--- config.mk ---
export PLATFORM = sky130hd
export DESIGN_NAME = layer_sequencer
export DESIGN_NICKNAME = d
export VERILOG_FILES = /design/src/rtl/nn_ctrl_pkg.sv /design/src/rtl/wrap_counter.sv /design/src/rtl/layer_sequencer.sv
export SDC_FILE = /design/constraint.sdc
export NUM_CORES = 1
export LEC_CHECK = 0
export ABC_AREA = 1
export CAP_MARGIN = 40
export CELL_PAD_IN_SITES_DETAIL_PLACEMENT = 1
export CELL_PAD_IN_SITES_GLOBAL_PLACEMENT = 1
export CORE_UTILIZATION = 26
export DETAILED_ROUTE_END_ITERATION = 8
export PLACE_DENSITY = 0.82
export RECOVER_POWER = 50
export SYNTH_ARGS = -nofsm -noshare
export SYNTH_HDL_FRONTEND = slang
export SYNTH_HIERARCHICAL = 1
export SYNTH_SLANG_ARGS = --single-unit
--- constraint.sdc ---
create_clock -name clock -period 1.45 [get_ports clock]
set_clock_uncertainty 0.2 [all_clocks]
set_input_delay 0.145 -clock clock [delete_from_list [all_inputs] [get_ports clock]]
set_output_delay 0.145 -clock clock [all_outputs]
set_load 0.01 [all_outputs]
--- src/rtl/nn_ctrl_pkg.sv ---
// Shared types and default sizing for the neural-network control blocks.
package nn_ctrl_pkg;

  // Default layer geometry and the index widths that cover it.
  localparam int DEF_NUM_ROWS = 3;
  localparam int DEF_NUM_COLS = 3;
  localparam int DEF_ROW_W    = 2;
  localparam int DEF_COL_W    = 2;

  // Layer-pass sequencer states. ACTIVATE is only reachable when the
  // activation stage is built in.
  typedef enum logic [2:0] {
    IDLE     = 3'd0,
    ACCUM    = 3'd1,
    ACTIVATE = 3'd2,
    WRITE    = 3'd3,
    FINISH   = 3'd4
  } layer_state_t;

endpackage

--- src/rtl/wrap_counter.sv ---
// Generic modulo-N counter: synchronous clear, increment, last_value flag.
module wrap_counter #(
  parameter int N = 3,
  parameter int W = 2
) (
  input  logic         clock,
  input  logic         clear,
  input  logic         inc,
  output logic [W-1:0] value,
  output logic         last_value
);

  assign last_value = (value == W'(N - 1));

  // Count 0..N-1 and wrap; clear has priority over increment.
  always_ff @(posedge clock) begin
    if (clear)
      value <= '0;
    else if (inc)
      value <= last_value ? '0 : value + W'(1);
  end

endmodule

--- src/rtl/layer_sequencer.sv ---
// Fully-connected layer pass sequencer: walks rows x cols, drives MAC,
// accumulator load, optional activation and result write strobes.
// Optional feature macro: LAYER_SEQ_ACT_STAGE_EN adds an ACTIVATE state
// between the last ACCUM beat of each row and its WRITE.
module layer_sequencer
  import nn_ctrl_pkg::*;
#(
  parameter int NUM_ROWS = DEF_NUM_ROWS,
  parameter int NUM_COLS = DEF_NUM_COLS,
  parameter int ROW_W    = DEF_ROW_W,
  parameter int COL_W    = DEF_COL_W
) (
  input  logic             clock,
  input  logic             clear,
  input  logic             start,
  input  logic             operand_valid,
  output logic             mac_enable,
  output logic             acc_load,
  output logic [ROW_W-1:0] row_index,
  output logic [COL_W-1:0] col_index,
  output logic             write_enable,
  output logic             act_enable,
  output logic             busy,
  output logic             done
);

  layer_state_t state;
  logic row_last, col_last;
  logic row_inc, col_inc;
  logic cnt_clear;

  // Counters restart on reset and whenever the sequencer sits in IDLE, so
  // every accepted pass begins at row 0, col 0.
  assign cnt_clear = clear | (state == IDLE);
  assign col_inc   = (state == ACCUM) & operand_valid;
  assign row_inc   = (state == WRITE);

  wrap_counter #(.N(NUM_COLS), .W(COL_W)) u_col_cnt (
    .clock      (clock),
    .clear      (cnt_clear),
    .inc        (col_inc),
    .value      (col_index),
    .last_value (col_last)
  );

  wrap_counter #(.N(NUM_ROWS), .W(ROW_W)) u_row_cnt (
    .clock      (clock),
    .clear      (cnt_clear),
    .inc        (row_inc),
    .value      (row_index),
    .last_value (row_last)
  );

  // Pass control FSM; clear overrides every other input.
  always_ff @(posedge clock) begin
    if (clear) begin
      state <= IDLE;
    end else begin
      case (state)
        IDLE:   if (start) state <= ACCUM;
        ACCUM:
          if (operand_valid && col_last) begin
`ifdef LAYER_SEQ_ACT_STAGE_EN
            state <= ACTIVATE;
`else
            state <= WRITE;
`endif
          end
`ifdef LAYER_SEQ_ACT_STAGE_EN
        ACTIVATE: state <= WRITE;
`endif
        WRITE:  state <= row_last ? FINISH : ACCUM;
        FINISH: state <= IDLE;
        default: state <= IDLE;
      endcase
    end
  end

  // Strobes decode straight from the registered state and counters; the MAC
  // additionally waits on operand_valid so stalls cost no spurious beats.
  assign mac_enable   = (state == ACCUM) & operand_valid;
  assign acc_load     = mac_enable & (col_index == '0);
  assign write_enable = (state == WRITE);
  assign busy         = (state != IDLE);
  assign done         = (state == FINISH);

`ifdef LAYER_SEQ_ACT_STAGE_EN
  assign act_enable = (state == ACTIVATE);
`else
  assign act_enable = 1'b0;
`endif

endmodule

==> flow_metrics.env, run 1 <==
export IMPL_rsz0062_at_grt="yes"
export IMPL_synth_fa_ha_area_share_pct=0
export IMPL_worst_path_max_fanout=3
export IMPL_synthMuxAreaShare_pct=0
export IMPL_leakage_uw=0.000337
export IMPL_grt_overflow=0
export IMPL_rrSetupSlack_ns=0.08
export IMPL_layout_commonest_cell="nand2_1"
export IMPL_grt_pass1_wl_um=1480
export IMPL_path_class="in2out"
export IMPL_root_buffer="clkbuf_4"
export IMPL_routabilityCongestion=0.647
export IMPL_power_total_uw=449
export IMPL_viasPerCell=4.28
export IMPL_cts_buffers_inserted=3
export IMPL_multi_input_area_um2=204
export IMPL_drt_iter0_markers=5
export IMPL_synth_simple_gate_area_share_pct=35.6
export IMPL_violations="negative setup slack"
export IMPL_synth_top_family_by_area="simple AND/OR/NAND/NOR gates"
export IMPL_synth_cell_types=14
export IMPL_fin_nets=92
export IMPL_finalMaxSlewViolations=0
export IMPL_drive_gt1_share_pct=43.7
export IMPL_htreeDepth=1
export IMPL_insertion_delay_ns=0.25
export IMPL_slowest_stage="clkdlybuf4s50_1"
export IMPL_antenna_found_initial=0
export IMPL_clock_fmax_mhz=688
export IMPL_worst_ep_required_time_ns=1.11
export IMPL_portBuffers=12
export IMPL_grt_pass1_vias=386
export IMPL_cts_hold_buf=0
export IMPL_ys_seq_area_share_pct=37.0
export IMPL_crit_path_max_incr_delay_ns=0.50
export IMPL_synth_cells=60
export IMPL_maxCapViolCount=0
export IMPL_synth_compound_area_share_pct=10.6
export IMPL_ys_ff_latch=7
export IMPL_finalCritPeriodShare_pct=100
export IMPL_finalSetupViolations=1
export IMPL_critical_path_top_delay_family="buffers and inverters"
export IMPL_cts_num_sinks=7
export IMPL_first_pass_iters=2
export IMPL_vias=437
export IMPL_drcViolationCount=0
export IMPL_core_um2=1330
export IMPL_yosysWarningCount=6
export IMPL_peakVddDrop_mv=0.370
export IMPL_fillers=185
export IMPL_grt_max_degree=5
export IMPL_dieArea_um2=1610
export IMPL_cts_tree="built"
export IMPL_clkTransAtPathRegs_ns=0.06
export IMPL_worstPathCellList="clkdlybuf4s50_1 -> inv_1 -> nor2_4 -> nand2_1 -> nor2_1 -> buf_2"
export IMPL_endpoint_kind="primary output"
export IMPL_synthXorXnorAreaFrac_pct=0
export IMPL_hold_viol=0
export IMPL_area_growth_pct=65.3
export IMPL_track_usage_pct=14.3
export IMPL_boundaryPins=14
export IMPL_die_x_um=40.2
export IMPL_die_height_um=40.2
export IMPL_syn_cell_area_um2=379
export IMPL_final_cell_mix="nand2_1, buf_4, inv_1, nor2_1"
export IMPL_hold_class="reg2reg"
export IMPL_cp_start_kind="input port"
export IMPL_fin_ws_ns=-0.00451
export IMPL_initial_core_util_pct=28.4
export IMPL_wl_um=1080
export IMPL_cp_data_arrival_time_ns=1.11
export IMPL_period_needed_ns=1.45
export IMPL_regArea_um2=141
export IMPL_syn_num_nets=64
export IMPL_fin_util_pct=47.0
export IMPL_dpl_hpwl_um=838
export IMPL_crit_buf_inv=3
export IMPL_row_count=13
export IMPL_p_per_area_nw_per_um2=716
export IMPL_status="finished, violations left"
export IMPL_synth_avg_cell_area_um2=6.32
export IMPL_postRouteAntennaNets=0
export IMPL_n_antenna_cell=0
export IMPL_wl_per_cell_um=10.6
export IMPL_clockBufferDepth=2
-- final timing paths --
check / start / end / depth (start not counted)
setup / recovery: operand_valid / acc_load / 6
hold / removal: u_row_cnt/value[1] / u_row_cnt/value[1] / 2
setup reg to reg: state[0] / u_row_cnt/value[0] / 8
hold reg to reg: u_row_cnt/value[1] / u_row_cnt/value[1] / 2
-- area by class of cell --
class	count	share of cell area, %
Tap cell	15	2.99
Inverter	14	8.38
Sequential cell	7	22.6
Timing Repair Buffer	24	29.3
Clock buffer	4	4.19
Multi-Input combinational cell	38	32.5
-- worst register-to-register path, cell delays in order (launching register included) --
cell	delay [ns]
dfxtp_2	0.34
buf_6	0.13
nor2_2	0.11
nand2_1	0.08
buf_4	0.14
nand2_1	0.10
inv_2	0.05
nand2_1	0.08
a21oi_2	0.03
-- Yosys cell counts, drive strengths merged --
cell type | number | area share, %
dfxtp | 7 | 37
nor2 | 10 | 11
o21ai | 1 | 1.3
buf | 1 | 2.0
a21oi | 4 | 9.2
nand3 | 3 | 4.0
clkinv | 2 | 2.0
conb | 1 | 0.99
inv | 12 | 12
nand2 | 18 | 19
nor3 | 1 | 1.3
-- power by group --
group,switching (µW),leakage (µW),internal (µW)
sequential,3.43,0.0000569,196
clock,75.6,0.0000150,105
combinational,33.4,0.000265,35.7
total,112,0.000337,337
-- sequential cells by signal, summed over array words and instances (netlist names) --
name             count
u_col_cnt/value      2
u_row_cnt/value      2
state                3
-- cell families (layout without fill, tap and decap cells) --
| group | Yosys count | count (layout) |
|---|---|---|
| AO/OA/AOI/OAI | 5 | 5 |
| buffers and inverters | 15 | 42 |
| other | 1 | 1 |
| AND/OR/NAND/NOR | 32 | 32 |
| flip-flops | 7 | 7 |
-- what timing repair did --
| action | CTS | global route |
|---|---|---|
| gates resized for setup | 25 | 8 |
| pin swaps | 2 | 2 |
| cloned | 0 | 0 |
| endpoints found under the setup margin | 9 | 7 |
| setup buffers | 2 | 0 |
-- routing by layer --
metal	global-route usage, %	routed length (µm)
met5	0	0
met3	3.33	40
met4	10.0	4
met1	16.6	494
met2	23.0	541
-- stage by stage --
stage	setup WS [ns]	hold WS, ns	instance area (µm²)	setup TNS, ns	instances
6_report	-0.00451	0.293	627	-0.00451	102
5_1_grt	-0.0507	0.310	627	-0.0826	102
4_1_cts	-0.0326	0.290	599	-0.0326	102
3_5_place_dp	-0.404	0.289	586	-0.863	96
3_3_place_gp	-0.360	0.278	586	-0.701	96
2_1_floorplan	0.178	0.0167	379	0	60
Power figures use the tool's default switching activity.
==> run 2, diff against run 1 <==
ABC_CLOCK_PERIOD_IN_PS = 1450   (was not set)
SKIP_LAST_GASP = 1   (was not set)
==> flow_metrics.env, run 2 (synthesized netlist as in run 1, its figures left out) <==
export IMPL_status="finished, violations left"
export IMPL_violations="negative setup slack"
export IMPL_drcViolationCount=0
export IMPL_antenna_found_initial=0
export IMPL_clockBufferDepth=2
export IMPL_period_needed_ns=1.45
export IMPL_grt_overflow=0
export IMPL_finalCritPeriodShare_pct=100
export IMPL_dieArea_um2=1610
export IMPL_maxCapViolCount=0
export IMPL_vias=437
export IMPL_dpl_hpwl_um=838
export IMPL_wl_um=1080
export IMPL_grt_pass1_vias=386
export IMPL_viasPerCell=4.28
export IMPL_fin_util_pct=47.0
export IMPL_initial_core_util_pct=28.4
export IMPL_rsz0062_at_grt="yes"
export IMPL_cts_buffers_inserted=3
export IMPL_root_buffer="clkbuf_4"
export IMPL_htreeDepth=1
export IMPL_fin_nets=92
export IMPL_hold_class="reg2reg"
export IMPL_drive_gt1_share_pct=43.7
export IMPL_die_x_um=40.2
export IMPL_endpoint_kind="primary output"
export IMPL_n_antenna_cell=0
export IMPL_regMostFlops="state"
export IMPL_cp_start_kind="input port"
export IMPL_hold_viol=0
export IMPL_reg_largest_list="state: 3 flops, u_col_cnt/value: 2 flops, u_row_cnt/value: 2 flops"
export IMPL_drt_iter0_markers=5
export IMPL_boundaryPins=14
export IMPL_peakVddDrop_mv=0.370
export IMPL_postRouteAntennaNets=0
export IMPL_final_cell_mix="nand2_1, buf_4, inv_1, nor2_1"
export IMPL_grt_max_degree=5
export IMPL_whs_ns=0.293
export IMPL_portBuffers=12
export IMPL_fillers=185
export IMPL_track_usage_pct=14.3
export IMPL_cts_hold_buf=0
export IMPL_area_growth_pct=65.3
export IMPL_routabilityCongestion=0.647
export IMPL_leakage_uw=0.000337
export IMPL_cp_data_arrival_time_ns=1.11
export IMPL_row_count=13
export IMPL_clock_fmax_mhz=688
export IMPL_regArea_um2=141
export IMPL_cts_num_sinks=7
export IMPL_core_um2=1330
export IMPL_path_class="in2out"
export IMPL_wl_per_cell_um=10.6
export IMPL_clkTransAtPathRegs_ns=0.06
export IMPL_finalSetupViolations=1
export IMPL_cts_tree="built"
export IMPL_layout_commonest_cell="nand2_1"
export IMPL_grt_pass1_wl_um=1480
export IMPL_insertion_delay_ns=0.25
export IMPL_multi_input_area_um2=204
export IMPL_die_height_um=40.2
export IMPL_largest_reg_flops=3
export IMPL_first_pass_iters=2
export IMPL_finalMaxSlewViolations=0
export IMPL_p_per_area_nw_per_um2=716
export IMPL_fin_ws_ns=-0.00451
export IMPL_worst_ep_required_time_ns=1.11
export IMPL_dp_worst_setup_slack_ns=-0.404
export IMPL_worst_path_max_fanout=3
## run 2: report_power, final
| group | switching (µW) | total (µW) | internal (µW) | leakage, µW |
|---|---|---|---|---|
| clock network | 75.6 | 181 | 105 | 0.0000150 |
| logic | 33.4 | 69.1 | 35.7 | 0.000265 |
| registers | 3.43 | 199 | 196 | 0.0000569 |
| total | 112 | 449 | 337 | 0.000337 |
## run 2: critical path: stages
cell and delay [ns]:
clkdlybuf4s50_1 0.50, inv_1 0.09, nor2_4 0.12, nand2_1 0.05, nor2_1 0.08, buf_2 0.14
## run 2: area by class of cell
class | count | share of cell area (%)
clock buffer | 4 | 4.19
inverter | 14 | 8.38
multi-input combinational | 38 | 32.5
sequential | 7 | 22.6
tap | 15 | 2.99
timing repair buffer | 24 | 29.3
## run 2: per-stage QoR
step           instances  instance area [µm²]  setup TNS (ns)  power [µW]
5_1_grt              102                  627         -0.0826         472
3_5_place_dp          96                  586          -0.863         265
2_1_floorplan         60                  379               0         230
4_1_cts              102                  599         -0.0326         446
3_3_place_gp          96                  586          -0.701         262
6_report             102                  627        -0.00451         449
## run 2: final timing paths
check	from	endpoint	slack, ns	cells after the start
worst max-delay path	operand_valid	acc_load	-0.005	6
worst min-delay path	u_row_cnt/value[1]	u_row_cnt/value[1]	0.29	2
worst max register to register	state[0]	u_row_cnt/value[0]	0.08	8
worst min register to register	u_row_cnt/value[1]	u_row_cnt/value[1]	0.29	2
## run 2: what timing repair did
item                       4_1_cts  5_1_grt
setup buffers                    2        0
pin swaps                        2        2
gates resized for setup         25        8
hold endpoints to repair         0        0
setup endpoints to repair        9        7
## run 2: layer usage
layer  routed length (µm)  GRT usage [%]  share of wire (%)
met4                    4           10.0               0.37
met5                    0              0                  0
met3                   40           3.33                3.7
met2                  541           23.0                 50
met1                  494           16.6                 46
==> run 3, diff against run 2 <==
SLEW_MARGIN = 0   (was not set)
==> results of run 3 <==
Same layout as run 2: the final DEF is identical, and so are final timing and power.
